### src/rtl/tx_frame_ctrl.sv
`timescale 1ns/1ps
// ---------------------------------------------------------------------------
// tx_frame_ctrl
// Sequencer for a framed serial transmitter built from an external
// parallel-to-serial shift register and a 4:1 line mux. A frame is sent as
// one start bit (0), DATA_BITS data bits and one stop bit (1). Each bit
// lasts CLKS_PER_BIT clock cycles.
//
// Parameters
//   DATA_BITS     data bits per frame (1..16), equal to the shift reg width
//   CLKS_PER_BIT  clk cycles per serial bit (2..256)
//
// Ports
//   clk           system clock, rising edge
//   n_rst         asynchronous active-low reset
//   start         frame request, only honoured in IDLE
//   clear         synchronous abort back to IDLE (wins over start)
//   load_enable   1-cycle pulse: shift register captures parallel data
//   shift_enable  1-cycle pulse: shift register advances one bit
//   frame_sel     line mux select: 00 idle, 01 start, 10 data, 11 stop
//   tx_active     high whenever the sequencer is not IDLE
//   tx_done       1-cycle pulse when a frame completes normally
//
// All outputs decode only the registered state, timer and bit counter, so
// start/clear never reach an output combinationally.
// ---------------------------------------------------------------------------
module tx_frame_ctrl #(
   parameter int DATA_BITS    = 8,
   parameter int CLKS_PER_BIT = 10
) (
   input  logic       clk,
   input  logic       n_rst,
   input  logic       start,
   input  logic       clear,
   output logic       load_enable,
   output logic       shift_enable,
   output logic [1:0] frame_sel,
   output logic       tx_active,
   output logic       tx_done
);

   localparam int TIMER_W = (CLKS_PER_BIT > 1) ? $clog2(CLKS_PER_BIT) : 1;
   localparam int CNT_W   = $clog2(DATA_BITS) + 1;

   localparam logic [TIMER_W-1:0] TICK_VAL = TIMER_W'(CLKS_PER_BIT - 1);
   localparam logic [CNT_W-1:0]   LAST_BIT = CNT_W'(DATA_BITS - 1);

   typedef enum logic [2:0] {
      IDLE      = 3'd0,
      LOAD      = 3'd1,
      START_BIT = 3'd2,
      DATA      = 3'd3,
      STOP      = 3'd4,
      DONE      = 3'd5
   } state_t;

   state_t             state_reg, state_next;
   logic [TIMER_W-1:0] timer_reg, timer_next;
   logic [CNT_W-1:0]   bit_cnt_reg, bit_cnt_next;
   logic               bit_tick;

   // Last cycle of the current serial bit.
   assign bit_tick = (timer_reg == TICK_VAL);

   always_ff @(posedge clk or negedge n_rst) begin
      if (!n_rst) begin
         state_reg   <= IDLE;
         timer_reg   <= '0;
         bit_cnt_reg <= '0;
      end else begin
         state_reg   <= state_next;
         timer_reg   <= timer_next;
         bit_cnt_reg <= bit_cnt_next;
      end
   end

   // Next-state logic. The timer defaults to zero so that it restarts on
   // every state change and rests at zero in IDLE, LOAD and DONE; it only
   // advances while a serial bit is in progress and has not yet ticked.
   always_comb begin
      state_next   = state_reg;
      timer_next   = '0;
      bit_cnt_next = bit_cnt_reg;

      if (clear) begin
         state_next   = IDLE;
         bit_cnt_next = '0;
      end else begin
         case (state_reg)
            IDLE: begin
               if (start) begin
                  state_next = LOAD;
               end
            end
            LOAD: begin
               bit_cnt_next = '0;
               state_next   = START_BIT;
            end
            START_BIT: begin
               if (bit_tick) begin
                  state_next = DATA;
               end else begin
                  timer_next = timer_reg + 1'b1;
               end
            end
            DATA: begin
               if (bit_tick) begin
                  bit_cnt_next = bit_cnt_reg + 1'b1;
                  if (bit_cnt_reg == LAST_BIT) begin
                     state_next = STOP;
                  end
               end else begin
                  timer_next = timer_reg + 1'b1;
               end
            end
            STOP: begin
               if (bit_tick) begin
                  state_next = DONE;
               end else begin
                  timer_next = timer_reg + 1'b1;
               end
            end
            DONE: begin
               state_next = IDLE;
            end
            default: begin
               state_next   = IDLE;
               bit_cnt_next = '0;
            end
         endcase
      end
   end

   // Output decode. The shift pulse sits on the final cycle of each data
   // bit, so the last data bit is also shifted out before STOP begins.
   always_comb begin
      load_enable  = 1'b0;
      shift_enable = 1'b0;
      frame_sel    = 2'b00;
      tx_active    = (state_reg != IDLE);
      tx_done      = 1'b0;

      case (state_reg)
         LOAD:      load_enable = 1'b1;
         START_BIT: frame_sel   = 2'b01;
         DATA: begin
            frame_sel    = 2'b10;
            shift_enable = bit_tick;
         end
         STOP:      frame_sel   = 2'b11;
         DONE:      tx_done     = 1'b1;
         default:   frame_sel   = 2'b00;
      endcase
   end

endmodule

### config.mk
export PLATFORM = sky130hd
export DESIGN_NAME = tx_frame_ctrl
export DESIGN_NICKNAME = d
export VERILOG_FILES = /design/src/rtl/tx_frame_ctrl.sv
export SDC_FILE = /design/constraint.sdc
export NUM_CORES = 1
export LEC_CHECK = 0
export ABC_CLOCK_PERIOD_IN_PS = 2800
export BUFFER_PORTS_ARGS = -buffer_cell sky130_fd_sc_hd__buf_4
export CORE_MARGIN = 4
export CORE_UTILIZATION = 51
export CTS_CLUSTER_DIAMETER = 120
export DETAILED_ROUTE_END_ITERATION = 6
export PLACE_DENSITY = 0.7
export SYNTH_ARGS = -nofsm -noshare
export SYNTH_HDL_FRONTEND = slang
export SYNTH_SLANG_ARGS = --single-unit
export TNS_END_PERCENT = 5
### constraint.sdc
create_clock -name clk -period 2.8 [get_ports clk]
set_input_delay 0.56 -clock clk [delete_from_list [all_inputs] [get_ports clk]]
set_output_delay 0.56 -clock clk [all_outputs]
set_load 0.02 [all_outputs]
==> results.sh <==
export IMPL_final_max_slew_violation_count=0
export IMPL_setup_viol=0
export IMPL_synthTopCellsByArea="dfrtp_1 39%, ha_1 5.3%, o21ai_0 4.2%"
export IMPL_antenna_found_initial=0
export IMPL_ios=10
export IMPL_ys_types=34
export IMPL_fp_row_count=13
export IMPL_synthMuxAreaShare_pct=1.42
export IMPL_remaining_drc_errors=0
export IMPL_maxCapViolCount=0
export IMPL_r2r_end="bit_cnt_reg[3]"
export IMPL_die_w_um=45.2
export IMPL_crit_fanout=7
export IMPL_synth_edff_count=0
export IMPL_syn_area_um2=707
export IMPL_yosys_area_share_simple_pct=29.9
export IMPL_peakVddDrop_mv=0.323
export IMPL_overflow=0
export IMPL_power_switching_mw=0.0825
export IMPL_cts_root_buf="clkbuf_4"
export IMPL_yosys_area_top_type_share_pct=38.9
export IMPL_clock_fmax_mhz=523
export IMPL_clkPwrFrac_pct=33.8
export IMPL_cp_end_kind="primary output"
export IMPL_yosys_warnings=0
export IMPL_power_frac_comb_pct=12.6
export IMPL_fill_cells=124
export IMPL_hold_violations=0
export IMPL_clock_path_buffers=2
export IMPL_hp_class="primary input to asynchronous set/reset pin"
export IMPL_rsz0062_at_grt="no"
export IMPL_firstDrtPassIters=4
export IMPL_grt_pass1_vias=522
export IMPL_r2r_start="timer_reg[1]"
export IMPL_vias_per_cell=5.76
export IMPL_cts_sinks=11
export IMPL_slowest_stage="dfrtp_1"
export IMPL_cts_tree="yes"
export IMPL_htreeDepth=1
export IMPL_synth_xor_area_share_pct=1.24
export IMPL_grt_total_usage_pct=15.8
export IMPL_fin_crit_ns=1.91
export IMPL_slowest_delay_ns=0.41
export IMPL_grt_pass1_wl_um=2300
export IMPL_die_area_um2=2050
export IMPL_r2r_slack_ns=1.32
export IMPL_n_antenna_cell=0
export IMPL_final_setup_skew_ns=0.00697
export IMPL_crit_chain="inv_1 -> ha_1 -> nand3b_4 -> nor2_1 -> buf_4"
export IMPL_worst_slew_pin_slew_ns=0.388
export IMPL_final_nets=92
export IMPL_synth_fp_nets=81
export IMPL_yosys_area_top_type="dfrtp_1"
export IMPL_p_per_area_nw_per_um2=399
export IMPL_rr_worst_depth=5
export IMPL_fin_crit_sh_pct=68.3
export IMPL_p_seq_share_pct=53.6
export IMPL_slew_headroom_pct=74.1
export IMPL_avgSynthCellArea_um2=9.55
export IMPL_synthFlopType="dfrtp_1"
export IMPL_first_iter_violations=9
export IMPL_finalSetupTns_ns=0
export IMPL_intPower_mw=0.235
export IMPL_drtAntennaViolNets=0
export IMPL_critPathBufInv=2
export IMPL_dpl_hpwl_um=961
export IMPL_synthCells=74
export IMPL_area_growth_pct=12.6
export IMPL_synth_compound_area_share_pct=16.6
export IMPL_initial_utilization_pct=54.3
export IMPL_cts_buffers=3
export IMPL_synth_seq_cells=11
export IMPL_clk_latency_ns=0.27
export IMPL_drive_gt1_share_pct=19.0
export IMPL_final_core_util_pct=61.2
export IMPL_clk_pin_slew_ns=0.07
export IMPL_wl_um=1290
export IMPL_synthAdderAreaFrac_pct=5.31
export IMPL_synth_async_reset_ratio_pct=100
export IMPL_wire_per_inst_um=13.1
export IMPL_core_area_um2=1300
export IMPL_vias=570
export IMPL_synth_top_family_by_area="simple AND/OR/NAND/NOR gates"
export IMPL_grt_max_degree=14
export IMPL_gp_congestion=0.784
export IMPL_critPathTopFamily="flip-flops"
export IMPL_ys_seq_area_share_pct=38.9
export IMPL_cts_resized=0
export IMPL_cts_hold_buf=0
export IMPL_worstPathArrival_ns=1.35
export IMPL_leakage_nw=0.384
export IMPL_crit_required_ns=2.24
export IMPL_worst_setup_path_start_kind="flip-flop"
export IMPL_numPortBuffers=9
export IMPL_worstSetupPathType="flip-flop to primary output"
export IMPL_cts_setup_buffers=0
export IMPL_die_y_um=45.2
export IMPL_status="complete, no violations"
export IMPL_p_sw_share_pct=26.0
[worst register-to-register path, cell delays in order, from the launching register on]
cell and delay [ns]:
dfrtp_1 0.41, inv_1 0.07, ha_1 0.21, nand3b_4 0.13
a32oi_1 0.38, a31oi_1 0.15
[through the flow]
step	setup WS [ns]	total power, mW	area [um2]	hold slack, ns	std cells
floorplan	1.19	0.197	707	0.264	74
global placement	1.21	0.213	769	0.401	95
detailed placement	1.18	0.213	769	0.401	95
CTS	0.877	0.323	796	0.103	99
global route	0.762	0.336	796	0.100	99
finish	0.888	0.317	796	0.107	99
[how the worst max path moves through the flow]
stage | from | endpoint | slack, ns | cells after the start
after detailed placement | timer_reg[1] | shift_enable | 1.18 | 5
after floorplan | timer_reg[1] | shift_enable | 1.19 | 4
after global routing | timer_reg[1] | shift_enable | 0.76 | 5
after global placement | state_reg[2] | tx_active | 1.21 | 2
final | timer_reg[1] | shift_enable | 0.89 | 5
after CTS | timer_reg[1] | shift_enable | 0.88 | 5
[Yosys cell counts (all sizes together), types with 3 or more instances]
library cell and number:
dfrtp 11, nor2 7, inv 6, o21ai 6, nand2b 4, a21oi 3
a31oi 3, buf 3, ha 3, nand3b 3, o211ai 3
[power groups by stage]
stage | logic [mW] | clock network [mW] | registers [mW]
after floorplan | 0.0302 | 0 | 0.167
after global placement | 0.0396 | 0 | 0.173
after detailed placement | 0.0402 | 0 | 0.173
after CTS | 0.0403 | 0.113 | 0.170
after global routing | 0.0442 | 0.120 | 0.172
final | 0.0399 | 0.107 | 0.170
[cell families (layout without fill, tap and decap cells)]
family	after synthesis	in the layout
xor gates and xnor gates	1	1
adders and majority gates	3	3
muxes	1	1
DFF	11	11
and+or+nand+nor	30	30
buffers and inverters	9	19
AOI/OAI and AO/OA	19	19
[cell type report]
class	count	area, um2	share of cell area, %
Timing Repair Buffer	9	67.6	8.49
Clock buffer	4	26.3	3.30
Multi-Input combinational cell	54	385	48.4
Tap cell	15	18.8	2.36
Sequential cell	11	275	34.6
Inverter	6	22.5	2.83
[layout by cell type, fill, tap and decap left out, types with 2 or more instances in the layout]
master / synthesis / final
clkbuf_4: 0 / 3
dfrtp_1: 11 / 11
a21oi_1: 3 / 3
buf_4: 1 / 9
and3b_1: 2 / 2
nand2_1: 2 / 2
nand2b_1: 3 / 3
nand3b_1: 2 / 2
o211ai_1: 3 / 3
inv_1: 6 / 6
ha_1: 3 / 3
nand3_1: 2 / 2
a31oi_1: 3 / 3
nor2_1: 7 / 7
o21ai_0: 6 / 6
[layer usage]
layer	wire, um	track usage (%)
met5	0	0
met4	9	5.26
met3	100	7.17
met2	584	22.9
met1	598	20.6
Power figures use the tool's default switching activity.
